===== config.mk =====
export PLATFORM = sky130hd
export DESIGN_NAME = button_press_classifier
export DESIGN_NICKNAME = d
export VERILOG_FILES = /design/src/rtl/button_pkg.sv /design/src/rtl/button_press_classifier_press_timer.sv /design/src/rtl/button_press_classifier.sv
export SDC_FILE = /design/constraint.sdc
export NUM_CORES = 1
export LEC_CHECK = 0
export ABC_AREA = 1
export BUFFER_PORTS_ARGS = -buffer_cell sky130_fd_sc_hd__buf_2
export CAP_MARGIN = 25
export CORE_UTILIZATION = 30
export CTS_CLUSTER_DIAMETER = 200
export DETAILED_ROUTE_END_ITERATION = 8
export PLACE_DENSITY = 0.46
export SYNTH_ARGS = -nofsm -noshare
export SYNTH_HDL_FRONTEND = slang
export SYNTH_SLANG_ARGS = --single-unit

===== constraint.sdc =====
create_clock -name clk -period 3.58 [get_ports clk]
set_clock_uncertainty 0.2 [all_clocks]
set_input_delay 0.537 -clock clk [delete_from_list [all_inputs] [get_ports clk]]
set_output_delay 0.537 -clock clk [all_outputs]
set_load 0.05 [all_outputs]

===== src/rtl/button_pkg.sv =====
// Shared types and constants for the button press classifier.
// Holds the FSM state encoding, default timing constants and the counter-width helper.
package button_pkg;

    typedef enum logic [2:0] {
        ST_IDLE      = 3'd0,
        ST_PRESSED   = 3'd1,
        ST_LONG_HELD = 3'd2,
        ST_WAIT_GAP  = 3'd3,
        ST_SECOND    = 3'd4
    } state_t;

    localparam int DEF_LONG_CYCLES   = 8;
    localparam int DEF_GAP_CYCLES    = 4;
    localparam int DEF_REPEAT_CYCLES = 3;

    // Wide enough to hold the largest terminal value any state compares against.
    function automatic int cnt_width(input int long_c, input int gap_c, input int rep_c);
        int m;
        m = long_c;
        if (gap_c + 1 > m) m = gap_c + 1;
        if (rep_c > m)     m = rep_c;
        return $clog2(m + 1);
    endfunction

endpackage


===== src/rtl/button_press_classifier_press_timer.sv =====
// Shared gesture counter: load-1, clear and increment controls with fixed terminal compares.
// Clear wins over load-1, which wins over increment.
module press_timer #(
    parameter int               WIDTH   = 4,
    parameter logic [WIDTH-1:0] LONG_TC = '0,
    parameter logic [WIDTH-1:0] GAP_TC  = '0,
    parameter logic [WIDTH-1:0] REP_TC  = '0,
    parameter bit               REP_EN  = 1'b1
) (
    input  logic clk,
    input  logic rst,
    input  logic i_load1,
    input  logic i_clear,
    input  logic i_inc,
    output logic o_at_long,
    output logic o_at_gap,
    output logic o_at_rep
);

    logic [WIDTH-1:0] r_cnt;

    always_ff @(posedge clk or negedge rst) begin
        if (!rst) begin
            r_cnt <= '0;
        end else if (i_clear) begin
            r_cnt <= '0;
        end else if (i_load1) begin
            r_cnt <= WIDTH'(1);
        end else if (i_inc) begin
            r_cnt <= r_cnt + 1'b1;
        end
    end

    assign o_at_long = (r_cnt == LONG_TC);
    assign o_at_gap  = (r_cnt == GAP_TC);
    assign o_at_rep  = REP_EN && (r_cnt == REP_TC);

endmodule


===== src/rtl/button_press_classifier.sv =====
// Classifies debounced button gestures into one-cycle short/long/repeat/double-click events.
// state | meaning: IDLE wait for rise | PRESSED first press held | LONG_HELD past long threshold | WAIT_GAP released, watching for re-press | SECOND second press held
module button_press_classifier
    import button_pkg::*;
#(
    parameter int LONG_CYCLES   = DEF_LONG_CYCLES,
    parameter int GAP_CYCLES    = DEF_GAP_CYCLES,
    parameter int REPEAT_CYCLES = DEF_REPEAT_CYCLES
) (
    input  logic clk,
    input  logic rst,
    input  logic b_level,
    output logic short_press,
    output logic long_press,
    output logic repeat_tick,
    output logic double_click,
    output logic busy
);

    localparam int CW = cnt_width(LONG_CYCLES, GAP_CYCLES, REPEAT_CYCLES);
    localparam logic [CW-1:0] LONG_TC = CW'(LONG_CYCLES - 1);
    localparam logic [CW-1:0] GAP_TC  = CW'(GAP_CYCLES);
    localparam logic [CW-1:0] REP_TC  = (REPEAT_CYCLES == 0) ? '0 : CW'(REPEAT_CYCLES - 1);

    generate
        if (LONG_CYCLES < 2) begin : g_bad_long
            $error("LONG_CYCLES must be at least 2");
        end
        if (GAP_CYCLES < 1) begin : g_bad_gap
            $error("GAP_CYCLES must be at least 1");
        end
        if (REPEAT_CYCLES < 0) begin : g_bad_rep
            $error("REPEAT_CYCLES must not be negative");
        end
    endgenerate

    state_t r_state;
    logic   r_prev;
    logic   r_short;
    logic   r_long;
    logic   r_repeat;
    logic   r_double;
    logic   r_busy;

    logic   w_rise;
    logic   w_load1;
    logic   w_clear;
    logic   w_inc;
    logic   w_at_long;
    logic   w_at_gap;
    logic   w_at_rep;

    // r_prev resets high so a button held through reset never looks like a new press.
    assign w_rise = b_level & ~r_prev;

    press_timer #(
        .WIDTH   (CW),
        .LONG_TC (LONG_TC),
        .GAP_TC  (GAP_TC),
        .REP_TC  (REP_TC),
        .REP_EN  (REPEAT_CYCLES != 0)
    ) u_timer (
        .clk       (clk),
        .rst       (rst),
        .i_load1   (w_load1),
        .i_clear   (w_clear),
        .i_inc     (w_inc),
        .o_at_long (w_at_long),
        .o_at_gap  (w_at_gap),
        .o_at_rep  (w_at_rep)
    );

    always_comb begin
        w_load1 = 1'b0;
        w_clear = 1'b0;
        w_inc   = 1'b0;
        case (r_state)
            ST_IDLE: begin
                if (w_rise) w_load1 = 1'b1;
                else        w_clear = 1'b1;
            end
            ST_PRESSED: begin
                if (!b_level)       w_load1 = 1'b1;
                else if (w_at_long) w_clear = 1'b1;
                else                w_inc   = 1'b1;
            end
            ST_LONG_HELD: begin
                // With repeat disabled the count parks at zero rather than running free.
                if (!b_level || w_at_rep)      w_clear = 1'b1;
                else if (REPEAT_CYCLES != 0)   w_inc   = 1'b1;
            end
            ST_WAIT_GAP: begin
                if (b_level || w_at_gap) w_clear = 1'b1;
                else                     w_inc   = 1'b1;
            end
            default: w_clear = 1'b1;
        endcase
    end

    always_ff @(posedge clk or negedge rst) begin
        if (!rst) begin
            r_state  <= ST_IDLE;
            r_prev   <= 1'b1;
            r_short  <= 1'b0;
            r_long   <= 1'b0;
            r_repeat <= 1'b0;
            r_double <= 1'b0;
            r_busy   <= 1'b0;
        end else begin
            r_prev   <= b_level;
            r_short  <= 1'b0;
            r_long   <= 1'b0;
            r_repeat <= 1'b0;
            r_double <= 1'b0;
            case (r_state)
                ST_IDLE: begin
                    if (w_rise) begin
                        r_state <= ST_PRESSED;
                        r_busy  <= 1'b1;
                    end
                end
                ST_PRESSED: begin
                    if (!b_level) begin
                        r_state <= ST_WAIT_GAP;
                    end else if (w_at_long) begin
                        r_long  <= 1'b1;
                        r_state <= ST_LONG_HELD;
                    end
                end
                ST_LONG_HELD: begin
                    if (!b_level) begin
                        r_state <= ST_IDLE;
                        r_busy  <= 1'b0;
                    end else if (w_at_rep) begin
                        r_repeat <= 1'b1;
                    end
                end
                ST_WAIT_GAP: begin
                    // A re-press on the timeout edge still wins over the short press.
                    if (b_level) begin
                        r_state <= ST_SECOND;
                    end else if (w_at_gap) begin
                        r_short <= 1'b1;
                        r_state <= ST_IDLE;
                        r_busy  <= 1'b0;
                    end
                end
                ST_SECOND: begin
                    if (!b_level) begin
                        r_double <= 1'b1;
                        r_state  <= ST_IDLE;
                        r_busy   <= 1'b0;
                    end
                end
                default: begin
                    r_state <= ST_IDLE;
                    r_busy  <= 1'b0;
                end
            endcase
        end
    end

    assign short_press  = r_short;
    assign long_press   = r_long;
    assign repeat_tick  = r_repeat;
    assign double_click = r_double;
    assign busy         = r_busy;

endmodule


==> metrics.yaml, run 1 <==
hold_violations: 0
synth_top_family_by_area: "simple AND/OR/NAND/NOR gates"
path_max_fanout: 2
root_buffer: "clkbuf_4"
synth-seq-cells: 13
antenna_left: 0
maxSlewHeadroom_pct: 79.73
synth.distinct_cells: 17
wl_um: 1346
synth_compound_area_share_pct: 2.083
final_nets: 110
worstSkewPairLatency_ps: 270
synth-xor-area-share_pct: 2.431
fmax_mhz: 613.4
yosysWarnings: 0
syn_inst: 92
worst_slew_pin_slew_ps: 304.1
grt_max_degree: 14
fin_crit_ps: 1630
syn_area_um2: 720.7
setup_ws_ps: 1950
ios: 8
std_cell_rows: 17
hold_class: "primary input to flip-flop"
grt_setup_unrepaired: "no"
slew_violations: 0
slowest_stage: "dfrtp_1"
p_per_area_nw_per_um2: 642.5
port_buffers: 7
syn_to_final_growth_pct: 13.72
drtIter0Drc: 9
holdWs_ps: 255.2
synthSimpleGateAreaFrac_pct: 35.07
grt_use_total_pct: 12.64
cap_violations: 0
core_area_um2: 2233
ys_seq_area_share_pct: 45.31
endpoint_kind: "output pin"
grt_overflow_total: 0
worstSetupStartpointType: "flip-flop"
start_util_pct: 32.27
die_w_um: 51.02
clockBufferDepth: 2
drive_gt1_share_pct: 20.39
critPathRequiredTime_ps: 2840
num_vias: 570
finalWeightedCongestion: 0.7974
setup_violations: 0
power_leakage_nw: 0.4887
dpl.hpwl_um: 1058
synthAdderAreaFrac_pct: 5.208
antenna_found_initial: 0
cts.sinks: 13
n_antenna_cell: 0
cts_buffers: 3
die_area_um2: 2603
synthMuxAreaShare_pct: 0
arrival_ps: 890
path_delay_family: "flip-flops"
wl_per_cell_um: 10.27
clkTransAtPathRegs_ps: 80
drt-pass1-iter-count: 4
drc: 0
critPathBufInv: 1
htree_num_levels: 1
cts_tree: "yes"
synth_nets: 98
vias_per_cell: 4.351
outcome: "finished, final reports clean"
max_stage_delay_ps: 360
place_ws_ps: 1903
utilization_pct: 36.69
grt_pass1_vias: 561
fin_tns_setup_ps: 0
critPathKind: "flip-flop to output pin"
path_cells: "buf_2"
grt_pass1_wl_um: 2380
avgSynthCellArea_um2: 7.834
chipHeight_um: 51.02
ir_worst_vdd_uv: 289.8
post-route-period-util_pct: 45.54
## flip-flops by register name (all words and copies together), names as in the netlist
| name | flops |
|---|---|
| r_prev | 1 |
| short_press | 1 |
| repeat_tick | 1 |
| u_timer.r_cnt | 4 |
| double_click | 1 |
| r_state | 3 |
| long_press | 1 |
| busy | 1 |
## worst paths after layout
kind,from,end,slack [ps],cells past startpoint
min,b_level,r_prev,260,1
min in group asynchronous,rst,r_state[0],480,2
min reg2reg,busy,busy,290,2
max,busy,busy,1950,1
max reg2reg,u_timer.r_cnt[0],u_timer.r_cnt[2],1970,9
max in group asynchronous,rst,r_prev,2410,2
## repair_timing
item / 4_1_cts / 5_1_grt
gates resized for setup: 0 / 0
setup buffers: 0 / 0
hold buffers: 1 / 0
hold endpoints to repair: 12 / 0
## metal layers
| layer | global-route usage, % | part of all wire [%] | wire length (um) | vias to the layer above |
|---|---|---|---|---|
| met1 | 15.74 | 47 | 635 | 254 |
| met5 | 0 | 0 | 0 | - |
| met4 | 6.944 | 1.7 | 23 | 0 |
| met3 | 2.679 | 2.2 | 29 | 4 |
| li1 | - | - | - | 305 |
| met2 | 20.18 | 49 | 658 | 7 |
## cell families after synthesis
group / Yosys count
xor+xnor: 2
simple gates: 53
buf+inv: 18
fa+ha+maj: 3
flops: 13
compound gates: 3
## synth_stat cells
| cell | instances | area (um^2) |
|---|---|---|
| buf_4 | 1 | 7.510 |
| nor2_1 | 8 | 30.03 |
| inv_2 | 3 | 11.26 |
| nor3_1 | 1 | 5.000 |
| xor2_1 | 2 | 17.52 |
| nand4_1 | 3 | 18.77 |
| nand2_2 | 2 | 12.51 |
| inv_1 | 14 | 52.55 |
| nand2_1 | 24 | 90.09 |
| o21ai_0 | 2 | 10.01 |
| nor2_4 | 3 | 33.78 |
| nand3_1 | 10 | 50.05 |
| dfrtp_1 | 12 | 300.3 |
| nor2_2 | 2 | 12.51 |
| a21oi_1 | 1 | 5.000 |
| dfstp_2 | 1 | 26.28 |
| ha_1 | 3 | 37.54 |
## cell usage in the layout, fill, tap and decap left out, drive strengths merged, types with 2 or more instances in the layout
cell type,instances
nand2,26
inv,17
nor2,13
dfrtp,12
nand3,10
buf,7
clkbuf,4
nand4,3
ha,3
o21ai,2
xor2,2
## area by class of cell
type,count,area [um^2]
Multi-Input combinational cell,61,322.8
Tap cell,28,35.03
Fill cell,253,1414
Inverter,17,63.81
Clock buffer,4,26.28
Timing Repair Buffer,8,45.04
Sequential cell,13,326.6
## where the power goes
| group | total [W] | switching (W) | internal (W) | leakage, nW |
|---|---|---|---|---|
| combinational | 0.000227 | 0.000150 | 0.0000768 | 0.302 |
| clock | 0.0000900 | 0.0000469 | 0.0000431 | 0.0150 |
| sequential | 0.000210 | 0.0000328 | 0.000177 | 0.172 |
## per-stage QoR
stage / instances / cell area (um^2) / total power [W]
floorplan: 92 / 720.7 / 0.0003901
global placement: 126 / 783.3 / 0.0004451
detailed placement: 126 / 783.3 / 0.0004400
CTS: 131 / 819.5 / 0.0005344
global route: 131 / 819.5 / 0.0005802
finish: 131 / 819.5 / 0.0005266
(Power assumes the default switching activity.)
==> inputs of run 2 (changes only) <==
- ABC_AREA: 1 -> 0
- clock period: 3.58 -> 1.5 ns (I/O delays scaled with it)
==> metrics.yaml, run 2 <==
outcome: "finished with violations"
violations: "setup timing"
worst_slew_pin_slew_ps: 328.1  # +23.99 ps
antenna_found_initial: 0  # unchanged
layout_commonest_cell: "buf_4"
synth.distinct_cells: 39  # +22
avgSynthCellArea_um2: 9.291  # +19%
syn_area_um2: 808.3  # +12%
power_leakage_nw: 0.5165  # +5.7%
maxSlewHeadroom_pct: 77.94  # -1.8 points
async_reset_ff_share_pct: 100.0  # unchanged
wl_per_cell_um: 13.41  # +31%
drive_gt1_share_pct: 47.90  # +28 points
holdWs_ps: 50.69  # -204.5 ps
ys_top_cells_by_count: "nor2_1 (13), dfrtp_1 (12), nand2_1 (6)"
drtIter0Drc: 11  # +2
root_buffer: "clkbuf_4"
critPathRequiredTime_ps: 1460  # -1380 ps
antenna_left: 0  # unchanged
chipHeight_um: 53.91  # +5.7%
worstSkewPairLatency_ps: 270  # about the same
top_regs: "u_timer.r_cnt: 4 flops, r_state: 3 flops"
clockBufferDepth: 2  # unchanged
yosysWarnings: 0  # unchanged
grt_setup_unrepaired: "yes"
n_fill_cell: 248  # -2.0%
yosysMostFrequentCell: "nor2_1"
grt_pass1_vias: 702  # +25%
regMostFlops: "u_timer.r_cnt"
cap_violations: 0  # unchanged
vias_per_cell: 5.060  # +16%
synth-seq-cells: 13  # unchanged
cts_buffers: 3  # unchanged
core_area_um2: 2522  # +13%
grt_overflow_total: 0  # unchanged
clkTransAtPathRegs_ps: 80  # about the same
grt_pass1_wl_um: 3022  # +27%
placed_area_um2: 1067  # +36%
startpoint: "u_timer.r_cnt[1]"
final_cell_mix: "buf_4 (26), nor2_1 (12), dfrtp_1 (11)"
cts_tree: "yes"
post-route-cell-area_um2: 1189  # +45%
worstSetupStartpointType: "flip-flop"
p_per_area_nw_per_um2: 1503  # +130%
synthTopCellsByArea: "dfrtp_1 (37%), nor2_1 (6.0%), ha_1 (4.6%)"
drt-pass1-iter-count: 4  # unchanged
fmax_mhz: 606.3
finalWeightedCongestion: 0.8089  # +1.4%
p_total_w: 0.001786  # +240%
utilization_pct: 47.12  # +10 points
ys_seq_area_share_pct: 40.40  # -4.9 points
setup_violations: 8  # +8
htree_num_levels: 1  # unchanged
critPathKind: "flip-flop to flip-flop"
wl_um: 1998  # +48%
fin_crit_ps: 1649
drc: 0  # unchanged
syn_to_final_growth_pct: 47.06
ios: 8  # unchanged
port_buffers: 7  # unchanged
setup_ws_ps: -149.4  # -2099 ps
start_util_pct: 32.04  # -0.23 points
die_w_um: 53.91  # +5.7%
arrival_ps: 1610  # +720 ps
ir_worst_vdd_uv: 623.2  # +120%
dpl.hpwl_um: 1397  # +32%
largest_reg_flops: 4  # unchanged
holdCritStartpoint: "b_level"
endpoint_kind: "flip-flop"
cts.sinks: 13  # unchanged
slew_violations: 0  # unchanged
std_cell_rows: 18  # +1
r2r-start: "u_timer.r_cnt[1]"
post-route-period-util_pct: 110.0
path_max_fanout: 5  # +3
synth_edf_count: 0  # unchanged
hold_class: "primary input to flip-flop"
synth_flop_cell: "dfrtp_1"
final_nets: 126  # +15%
synth_area_leader_cell: "dfrtp_1"
n_antenna_cell: 0  # unchanged
synth_nets: 93  # -5.1%
syn_inst: 87  # -5.4%
die_area_um2: 2906  # +12%
grt_max_degree: 14  # unchanged
grt_use_total_pct: 14.94  # +2.3 points
netlist.area_leader.share_pct: 37.15  # -4.5 points
place_ws_ps: -192.8  # -2096 ps
num_vias: 754  # +32%
hold_violations: 0  # unchanged
-- run 2: routing by layer --
layer	wire, um	up-vias	track usage, %	part of all wire, %
met2	949	15	23.66	47
met4	39	0	7.018	2.0
met3	79	4	3.390	4.0
met5	0	-	0	0
li1	-	369	-	-
met1	929	366	19.01	46
-- run 2: what timing repair did --
| action | in CTS | in global routing |
|---|---|---|
| pin swaps | 3 | 6 |
| hold buffers | 1 | 0 |
| buffers inserted | 3 | 2 |
| cloned | 0 | 0 |
| endpoints found under the hold margin | 13 | 0 |
| endpoints found under the setup margin | 7 | 9 |
| gates resized for setup | 2 | 7 |
-- run 2: worst paths after layout --
kind,cells past startpoint,slack (ps),endpoint
worst max-delay path,6,-150,u_timer.r_cnt[0]
worst min-delay path,2,50,r_prev
worst max register to register,6,-150,u_timer.r_cnt[0]
worst min register to register,2,330,busy
max in group asynchronous,2,650,r_prev
min in group asynchronous,2,170,u_timer.r_cnt[3]
-- run 2: cell families after synthesis --
kind of cell,after synthesis,synth area share [%]
AND/OR/NAND/NOR,37,27.71
AO/OA/AOI/OAI,19,15.48
flip-flops,13,40.40
buffers and inverters,11,6.965
adder cells (fa/ha/maj),3,4.644
XOR/XNOR,2,2.168
multiplexers,2,2.632
-- run 2: area by class of cell --
class | count | area (um^2) | share of cell area (%)
sequential | 13 | 327.8 | 27.58
clock buffer | 4 | 26.28 | 2.211
multi-input combinational | 63 | 514.2 | 43.26
inverter | 3 | 11.26 | 0.9474
tap | 30 | 37.54 | 3.158
timing repair buffer | 36 | 271.5 | 22.84
-- run 2: worst max-delay path, stage by stage (launching register included) --
cell and delay [ps]:
dfrtp_2 420, inv_2 60, ha_4 140, and3b_4 200, nor4_4 200, nor3_4 90
o221a_1 230
-- run 2: per-stage QoR --
step,cells,setup TNS [ps]
2_1_floorplan,87,-35.86
3_3_place_gp,139,-792.0
3_5_place_dp,139,-935.3
4_1_cts,147,-1092
5_1_grt,149,-1673
6_report,149,-980.9
-- run 2: power by group --
| part | internal (W) | switching [W] | leakage [nW] |
|---|---|---|---|
| clock network | 0.000103 | 0.000117 | 0.0150 |
| registers | 0.000430 | 0.000101 | 0.170 |
| logic | 0.000523 | 0.000511 | 0.332 |
| total | 0.00106 | 0.000730 | 0.516 |
==> inputs of run 3 (changes only) <==
- SYNTH_HIERARCHICAL: not set -> 1
==> metrics.yaml, run 3 <==
outcome: "finished with violations"
violations: "setup timing"
n_antenna_cell: 0  # unchanged
maxSlewHeadroom_pct: 67.10  # -11 points
dpl.hpwl_um: 1272  # -8.9%
synthTopCellsByArea: "dfrtp_1 (39%), ha_1 (4.8%), nor3b_1 (3.9%)"
ios: 8  # unchanged
r2r-start: "u_timer/r_cnt[0]"
die_w_um: 52.85  # -2.0%
vias_per_cell: 4.800  # -5.1%
syn_area_um2: 775.7  # -4.0%
drt-pass1-iter-count: 4  # unchanged
finalWeightedCongestion: 0.8159  # +0.87%
startpoint: "u_timer/r_cnt[0]"
syn_inst: 74  # -15%
grt_max_degree: 14  # unchanged
antenna_left: 0  # unchanged
hold_class: "primary input to flip-flop"
critPathKind: "flip-flop to flip-flop"
root_buffer: "clkbuf_4"
r2r_setup_slack_ps: -570  # -420 ps
endpoint_kind: "flip-flop"
htree_num_levels: 1  # unchanged
post-route-cell-area_um2: 1231  # +3.6%
worstSetupStartpointType: "flip-flop"
drc: 0  # unchanged
post-route-period-util_pct: 138.0  # +28 points
synth_area_leader_cell: "dfrtp_1"
holdWs_ps: 33.73  # -16.96 ps
synth_flop_cell: "dfrtp_1"
cts_buffers: 3  # unchanged
place_ws_ps: -542.1  # -349.3 ps
critPathRequiredTime_ps: 1460  # about the same
synth.distinct_cells: 35  # -10%
power_leakage_nw: 0.5923  # +15%
final_nets: 122  # -3.2%
start_util_pct: 31.60  # -0.44 points
grt_util_met3_pct: 4.598  # +1.2 points
wl_um: 2002  # +0.20%
ys_seq_area_share_pct: 42.10  # +1.7 points
hold_violations: 0  # unchanged
clockBufferDepth: 2  # unchanged
avgSynthCellArea_um2: 10.48  # +13%
cts.sinks: 13  # unchanged
cap_violations: 0  # unchanged
r2r_end: "u_timer/r_cnt[3]"
arrival_ps: 2030  # +420 ps
yosysMostFrequentCell: "dfrtp_1"
port_buffers: 7  # unchanged
synth_edf_count: 0  # unchanged
synth-seq-cells: 13  # unchanged
drive_gt1_share_pct: 61.74  # +14 points
cts_tree: "yes"
grt.met1_usage_pct: 19.72  # +0.71 points
core_area_um2: 2455  # -2.7%
p_total_w: 0.001775  # -0.65%
n_fill_cell: 221  # -11%
use_met2_pct: 24.26  # +0.60 points
setup_violations: 8  # unchanged
endpoint: "u_timer/r_cnt[3]"
synth_nets: 80  # -14%
grt_busiest_layer: "met2"
wl_per_cell_um: 13.81  # +3.0%
p_per_area_nw_per_um2: 1441  # -4.1%
ir_worst_vdd_uv: 954.7  # +53%
worstSkewPairLatency_ps: 270  # about the same
slew_violations: 0  # unchanged
drtIter0Drc: 12  # +1
netlist.area_leader.share_pct: 38.71  # +1.6 points
syn_to_final_growth_pct: 58.71
path_max_fanout: 4  # -1
chipHeight_um: 52.85  # -2.0%
yosysWarnings: 6  # +6
final_cell_mix: "buf_4 (30), dfrtp_1 (12), buf_2 (7)"
grt_use_total_pct: 15.50  # +0.55 points
async_reset_ff_share_pct: 100.0  # unchanged
utilization_pct: 50.15  # +3.0 points
grt_overflow_total: 0  # unchanged
top_regs: "u_timer/r_cnt: 4 flops, r_state: 3 flops"
fmax_mhz: 483.1  # -20%
worst_slew_pin_slew_ps: 489.8  # +161.7 ps
setup_ws_ps: -569.9  # -420.5 ps
clkTransAtPathRegs_ps: 90  # about the same
regMostFlops: "u_timer/r_cnt"
r2r_cells: 8  # +2
fin_crit_ps: 2070  # +420.5 ps
grt_pass1_vias: 665  # -5.3%
grt_pass1_wl_um: 3049  # +0.89%
largest_reg_flops: 4  # unchanged
multiInputGateArea_um2: 518.0  # +0.73%
placed_area_um2: 1052  # -1.4%
num_vias: 696  # -7.7%
grt_setup_unrepaired: "yes"
layout_commonest_cell: "buf_4"
antenna_found_initial: 0  # unchanged
ys_top_cells_by_count: "dfrtp_1 (12), a21oi_1 (5), inv_1 (5)"
die_area_um2: 2793  # -3.9%
ff_latch_area_um2: 326.6  # -0.38%
std_cell_rows: 18  # unchanged
==> run 3: worst min path at each step <==
stage	from	end	slack, ps	depth (start not counted)
after floorplan	rst	busy	-270	0
after global placement	rst	busy	-60	1
after detailed placement	rst	busy	-60	1
after CTS	b_level	r_prev	30	2
after global routing	b_level	r_prev	10	2
final	b_level	r_prev	30	2
==> run 3: per-stage QoR <==
step / setup TNS [ps] / cells
4_1_cts: -2548 / 143
6_report: -2994 / 145
3_5_place_dp: -2153 / 135
5_1_grt: -3501 / 145
3_3_place_gp: -1991 / 135
2_1_floorplan: -1271 / 74
==> run 3: logic make-up (layout without fill, tap and decap cells) <==
family	count (synthesis)	in the layout	share of synthesized area (%)
multiplexers	3	3	4.032
XOR/XNOR	1	1	1.129
adder cells (fa/ha/maj)	3	3	4.839
flip-flops	13	13	42.10
AO/OA/AOI/OAI	18	18	15.81
buffers and inverters	9	50	6.935
AND/OR/NAND/NOR	27	27	25.16
==> run 3: layout make-up <==
| cell class | instances | share of cell area [%] |
|---|---|---|
| well taps | 30 | 3.049 |
| inverters | 5 | 1.524 |
| multi-input cells | 52 | 42.07 |
| clock buffers | 4 | 2.134 |
| repair buffers | 41 | 24.70 |
| flip-flops and latches | 13 | 26.52 |
==> run 3: repair_timing <==
item | CTS | global route
hold endpoints to repair | 13 | 0
pin swaps | 4 | 8
resized for setup | 6 | 15
hold buffers | 1 | 0
setup endpoints to repair | 7 | 9
setup buffers | 3 | 3
==> run 3: power breakdown <==
part / switching (W) / internal [W]
combinational: 0.000524 / 0.000548
clock: 0.000125 / 0.000103
sequential: 0.0000628 / 0.000411
total: 0.000712 / 0.00106
==> run 3: critical path, cell delays in order, from the launching register on <==
cell     delay, ps
dfrtp_1        410
inv_2           70
ha_4           150
and3b_2        220
nor3b_2        220
o21ai_2        120
o21ai_4        100
nand4_1        140
mux2_4         320
==> run 3: metal layers <==
layer,vias up,share of wire (%)
met3,6,3.6
met4,0,2.8
met2,14,48
li1,345,-
met5,-,0
met1,331,46
